==> src/rtl/wb_regfile_scoreboard.sv <==
// Write-back register file with per-register pending-write scoreboard.
// Two combinational read ports with WB bypass; stall on RAW or counter overflow.
module wb_regfile_scoreboard #(
  parameter int DSIZE = 32,
  parameter int NREG  = 32,
  parameter int CNTW  = 2
) (
  input  logic             clk,
  input  logic             rst,
  input  logic [4:0]       wb_waddr,
  input  logic [DSIZE-1:0] wb_wdata,
  input  logic             issue_valid,
  input  logic [4:0]       issue_waddr,
  input  logic [4:0]       raddr1,
  input  logic [4:0]       raddr2,
  output logic [DSIZE-1:0] rdata1,
  output logic [DSIZE-1:0] rdata2,
  output logic             stall,
  output logic [NREG-1:0]  pending_mask,
  output logic             underflow
);

  localparam logic [CNTW-1:0] CZERO = '0;
  localparam logic [CNTW-1:0] CONE  = CNTW'(1);
  localparam logic [CNTW-1:0] CMAX  = '1;

  logic [DSIZE-1:0] regs_q [NREG];
  logic [CNTW-1:0]  cnt_q  [NREG];
  logic [CNTW-1:0]  cnt_d  [NREG];
  logic             underflow_q;
  logic             underflow_d;

  logic hz1, hz2, ovf, accept;
  logic inc, dec;

  always_comb begin
    rdata1 = '0;
    rdata2 = '0;
    if (!rst && raddr1 != 5'd0)
      rdata1 = (raddr1 == wb_waddr) ? wb_wdata : regs_q[raddr1];
    if (!rst && raddr2 != 5'd0)
      rdata2 = (raddr2 == wb_waddr) ? wb_wdata : regs_q[raddr2];
  end

  // A single outstanding write that is retiring right now is covered by bypass.
  always_comb begin
    hz1 = (raddr1 != 5'd0) && (cnt_q[raddr1] != CZERO) &&
          !((cnt_q[raddr1] == CONE) && (wb_waddr == raddr1));
    hz2 = (raddr2 != 5'd0) && (cnt_q[raddr2] != CZERO) &&
          !((cnt_q[raddr2] == CONE) && (wb_waddr == raddr2));
    ovf = (issue_waddr != 5'd0) && (cnt_q[issue_waddr] == CMAX) &&
          (wb_waddr != issue_waddr);
    stall  = issue_valid & (hz1 | hz2 | ovf);
    accept = issue_valid & ~stall & (issue_waddr != 5'd0);
  end

  always_comb begin
    underflow_d = underflow_q |
                  ((wb_waddr != 5'd0) &&
                   (cnt_q[wb_waddr] == CZERO) &&
                   !(accept && (issue_waddr == wb_waddr)));
  end

  always_comb begin
    inc = 1'b0;
    dec = 1'b0;
    pending_mask = '0;
    for (int i = 0; i < NREG; i++) begin
      cnt_d[i] = cnt_q[i];
      pending_mask[i] = (cnt_q[i] != CZERO);
      if (i != 0) begin
        inc = accept && (issue_waddr == 5'(i));
        dec = (wb_waddr == 5'(i)) && (cnt_q[i] != CZERO);
        if (inc && !dec)
          cnt_d[i] = cnt_q[i] + CONE;
        else if (dec && !inc)
          cnt_d[i] = cnt_q[i] - CONE;
      end
    end
  end

  always_ff @(posedge clk or posedge rst) begin
    if (rst) begin
      for (int i = 0; i < NREG; i++) begin
        regs_q[i] <= '0;
        cnt_q[i]  <= '0;
      end
      underflow_q <= 1'b0;
    end else begin
      if (wb_waddr != 5'd0)
        regs_q[wb_waddr] <= wb_wdata;
      for (int i = 0; i < NREG; i++)
        cnt_q[i] <= cnt_d[i];
      underflow_q <= underflow_d;
    end
  end

  assign underflow = underflow_q;

endmodule

==> config.mk <==
export PLATFORM = sky130hd
export DESIGN_NAME = wb_regfile_scoreboard
export DESIGN_NICKNAME = d
export VERILOG_FILES = /design/src/rtl/wb_regfile_scoreboard.sv
export SDC_FILE = /design/constraint.sdc
export NUM_CORES = 2
export LEC_CHECK = 0
export CAP_MARGIN = 20
export CORE_MARGIN = 4
export CORE_UTILIZATION = 45
export DETAILED_ROUTE_END_ITERATION = 6
export DONT_BUFFER_PORTS = 1
export RECOVER_POWER = 25
export SLEW_MARGIN = 10
export SYNTH_ARGS = -nofsm -noshare
export SYNTH_HDL_FRONTEND = slang
export SYNTH_SLANG_ARGS = --single-unit
==> constraint.sdc <==
create_clock -name clk -period 47.8 [get_ports clk]
set_clock_uncertainty 0.1 [all_clocks]
set_input_delay 9.56 -clock clk [delete_from_list [all_inputs] [get_ports clk]]
set_output_delay 9.56 -clock clk [all_outputs]
set_load 0.02 [all_outputs]
[Word-level counts from Yosys, hierarchy flattened]
Cells that the tools add are included.
Word-level totals
  flip-flop bits (word level): 1087
  latch bits: 0
  RAM bits: 0
  bits in read-only memories: 0
  input bits: 55
  output and inout bits: 98
  logic and storage cells: 573
  memories kept: 0
Operators by class
  add/subtract/negate cells: 62
  multipliers: 0
  divide/modulo/power cells: 0
  magnitude comparators: 5
  eq/ne operators: 71
  shift-type cells: 0
  muxes and demuxes: 87
  bitwise gates (word level): 11
  reductions and logical operators: 273
Operators with widths (number)
  bitwise mux 1024 bit: 1
  binary-select mux 32 bit (select 5 bit): 2
  2-to-1 mux 32 bit: 9
  demux 32 bit (select 5 bit): 1
  == test 5 bit (second input constant): 32
  2-to-1 mux 2 bit: 70
  logical AND 1 bit: 138
  nonzero test 2 bit: 64
  == test 5 x 4 -> 1 bit (second input constant): 16
  logical NOT 1 bit: 66
  adder 2 x 1 -> 2 bit (second input constant): 31
  subtractor 2 x 1 -> 2 bit (second input constant): 31
  binary-select mux 2 bit (select 5 bit): 4
  == test 5 x 3 -> 1 bit (second input constant): 8
  == test 5 bit: 5
  greater-or-equal comparator 6 bit (second input constant): 4
  NOT 5 -> 6 bit: 4
  == test 5 x 2 -> 1 bit (second input constant): 4
  nonzero test 5 bit: 4
  == test 5 x 1 -> 1 bit (second input constant): 2
  < comparator 6 x 1 -> 1 bit (second input constant): 1
  inequality test 5 bit: 1
  == test 2 x 1 -> 1 bit (second input constant): 2
  AND 1 bit: 3
  other kinds (4): 6

[Longest topological paths before layout]
  depth after elaboration: 19
  mapped depth: 16
  gate-level depth less buffers: 11

[Worst setup path after synthesis]
No wires, ideal clock.
  kind: input to output
  from: input rst
  to: output rdata1[0]
  arrival time: 36.777 ns
  required time: 38.140 ns
  setup slack: 1.363 ns
  stages: 3
  path through: inv_1 > o21ai_1 > a211oi_1
On the way
  longest elaborated chain between the ends: 3
Ends and longest elaborated chain
  start: declaration: RTL line 9  | input logic rst,
  logical NOT 1 bit (no line)
  logical AND 1 bit: RTL line 39  | if (!rst && raddr1 != 5'd0)
  2-to-1 mux 32 bit: RTL line 39
  end: declaration: RTL line 16  | output logic [DSIZE-1:0] rdata1,
No other way between the ends.

[Final worst setup path]
  from: input rst
  to: output rdata2[0]
On the way
  longest elaborated chain between the ends: 3
Ends and longest elaborated chain
  logical NOT 1 bit (no line)
  logical AND 1 bit: RTL line 41  | if (!rst && raddr2 != 5'd0)
  2-to-1 mux 32 bit: RTL line 41
  end: declaration: RTL line 17  | output logic [DSIZE-1:0] rdata2,
No other way between the ends.

==> results_dict.tcl <==
set metrics [dict create \
    outcome "finished with violations" \
    violations "max-capacitance violations, max-slew violations" \
    ant_nets 0 \
    syn_area_per_cell_sq_um 15.41 \
    final_util_pct 48.88 \
    io_buffers 0 \
    ys_seq_elements 1087 \
    syn_nets 3998 \
    mostFrequentLayoutCells "1087 x dfrtp_1, 1008 x mux2_2, 661 x mux4_2" \
    hold_violations 0 \
    drive_above_1_share_pct 52.44 \
    hpwl_um 87500 \
    maxSlewViolCount 634 \
    synth_top_area_cell "dfrtp_1" \
    rows 134 \
    via_per_inst 6.478 \
    dp.cells 5272 \
    startpoint_type "primary input" \
    drc 0 \
    die_x_um 374 \
    wl_per_cell_um 32.37 \
    antenna_found_initial 3 \
    grt_use_total_pct 25.43 \
    synth_mux_area_share_pct 45.12 \
    cts_tree "yes" \
    slew-limit-headroom_pct -212.3 \
    clk_path_buf_depth 3 \
    tightest_slew_ps 4684 \
    cts_setup_buffers 0 \
    synth_top_area_share_pct 45.12 \
    cp_max_fo 59 \
    ys_top_cells_by_area "dfrtp_1 45%, mux4_2 25%, mux2_2 19%" \
    synth_top_family_by_area "multiplexers" \
    setup_viol 0 \
    ctsResizeCount 0 \
    cp-end-kind "output pin" \
    dpl_worst_slack_ps 25630 \
    synth_enable_flop_cells 0 \
    clockRootBuffer "clkbuf_16" \
    period_needed_ps 24080 \
    holdPathStages 0 \
    cap_violations 19 \
    critPathArrivalTime_ps 14420 \
    htreeDepth 3 \
    final_area_sq_um 65160 \
    firstDrtPassIters 5 \
    dieArea_sq_um 139900 \
    critPathKind "in2out" \
    fin_crit_sh_pct 50.38 \
    max_stage_delay_ps 2090 \
    cellLeakagePower_nw 26.52 \
    final_cells 5494 \
    hold_slack_ps 295.6 \
    grt_pass1_vias 36870 \
    clk_pin_slew_worst_paths_ps 60 \
    fill_cells 11340 \
    numCtsBuffers 118 \
    synthCells 3912 \
    layout.cells.most_common "dfrtp_1" \
    start_util_pct 45.22 \
    synth_simple_gate_area_share_pct 2.763 \
    synth_xor_xnor_area_share_pct 1.569 \
    placed_cell_area_sq_um 61250 \
    register_area_sq_um 27200 \
    cts.sinks 1087 \
    worst_r2r_path_depth 12 \
    final.setup.tns_ps 0 \
    required_ps 38140 \
    seq_area_frac_synth_pct 45.12 \
    multiInputGateArea_sq_um 31390 \
    async_reset_ff_share_pct 100.0 \
    synth_area_sq_um 60280 \
    hold_class "reg2reg" \
    grt_setup_unrepaired "no" \
    core_area_sq_um 133300 \
    yosysWarningCount 0 \
    area_delta_synth_final_pct 8.091 \
    grt_start_max_net_pins 276 \
    max_freq_mhz 41.53 \
    vias 35590 \
    crit_chain "clkinvlp_2, nand2_2, buf_4, a211oi_1, buf_4" \
    fin_ws_ps 23720 \
    nNetsFinal 3711 \
    grt_first_pass_wirelength_um 260900 \
    clock_latency_ps 730 \
    synth_flop_cell "dfrtp_1" \
    routed_wirelength_um 177800 \
    p_total_mw 2.978 \
    hold_buffers 0 \
    crit_top_cell "buf_4" \
    grt_overflow 0 \
    drtIter0Drc 3089 \
    n_antenna_cell 0 \
    irDropWorstVdd_mv 0.02784 \
    die_h_um 374 \
    yosysUniqueCellTypes 51 \
    globalplace.congestion 0.8238 \
    power_density_nw_per_um2 45.71 \
    slowest_stage "clkinvlp_2" \
    synth_adder_area_share_pct 0.6434 \
    pin_count 153 \
    synth_compound_gate_area_share_pct 1.648 \
]
-- cells by family (layout without fill, tap and decap cells) --
| family | after synthesis | after routing |
|---|---|---|
| AND/OR/NAND/NOR | 327 | 327 |
| other | 1 | 1 |
| XOR/XNOR | 108 | 108 |
| buffers and inverters | 454 | 268 |
| multiplexers | 1765 | 1765 |
| AO/OA/AOI/OAI | 139 | 139 |
| flip-flops | 1087 | 1087 |
| adder cells (fa/ha/maj) | 31 | 31 |
-- registers in the layout (all words and copies together) (netlist names) --
name,count
regs_q,1024
underflow,1
cnt_q,62
-- worst paths after layout --
check,start,end,slack [ps]
max in group asynchronous,rst,regs_q[815],32220
worst max register to register,cnt_q[23],cnt_q[49],43970
worst min register to register,regs_q[1016],regs_q[1016],300
worst max-delay path,rst,rdata2[0],23720
min in group asynchronous,rst,cnt_q[6],9410
worst min-delay path,regs_q[1016],regs_q[1016],300
-- routing by layer --
layer	share of wire [%]	global-route usage [%]	vias up
met4	3.0	7.705	0
met5	0	0	-
met2	48	41.25	1187
li1	-	-	14580
met3	6.2	4.369	295
met1	42	35.36	19530
-- cell usage after synthesis (all sizes together) (4+ instances only) --
| cell | count |
|---|---|
| mux2 | 1008 |
| clkbuf | 289 |
| or2 | 32 |
| xor2 | 71 |
| nand2b | 13 |
| nor2 | 118 |
| nand4 | 8 |
| nand4b | 4 |
| inv | 6 |
| buf | 159 |
| mux2i | 96 |
| mux4 | 661 |
| a21oi | 24 |
| nor4 | 14 |
| nand3 | 25 |
| dfrtp | 1087 |
| a221oi | 4 |
| nand2 | 45 |
| xnor2 | 37 |
| nand3b | 5 |
| nor3b | 4 |
| nor2b | 23 |
| or3 | 4 |
| a211oi | 91 |
| nor3 | 28 |
| ha | 31 |
-- cell type report --
cell class	count	area share [%]
clock buffer	185	5.457
multi-input combinational	2371	48.17
inverter	6	0.03649
clock inverter	36	0.7335
sequential	1087	41.75
tap	1768	3.395
timing repair buffer	41	0.4609
-- critical path: cells and delay by family --
family,cells,cell delay [ps]
and+or+nand+nor,1,1720
AOI/OAI and AO/OA,1,110
buffers and inverters,3,2900
-- power by group --
| part | leakage (nW) | internal [mW] | switching [mW] |
|---|---|---|---|
| Sequential | 13.4 | 1.14 | 0.183 |
| Combinational | 11.1 | 0.450 | 0.255 |
| Clock | 1.99 | 0.558 | 0.391 |
Power figures use the tool's default switching activity.
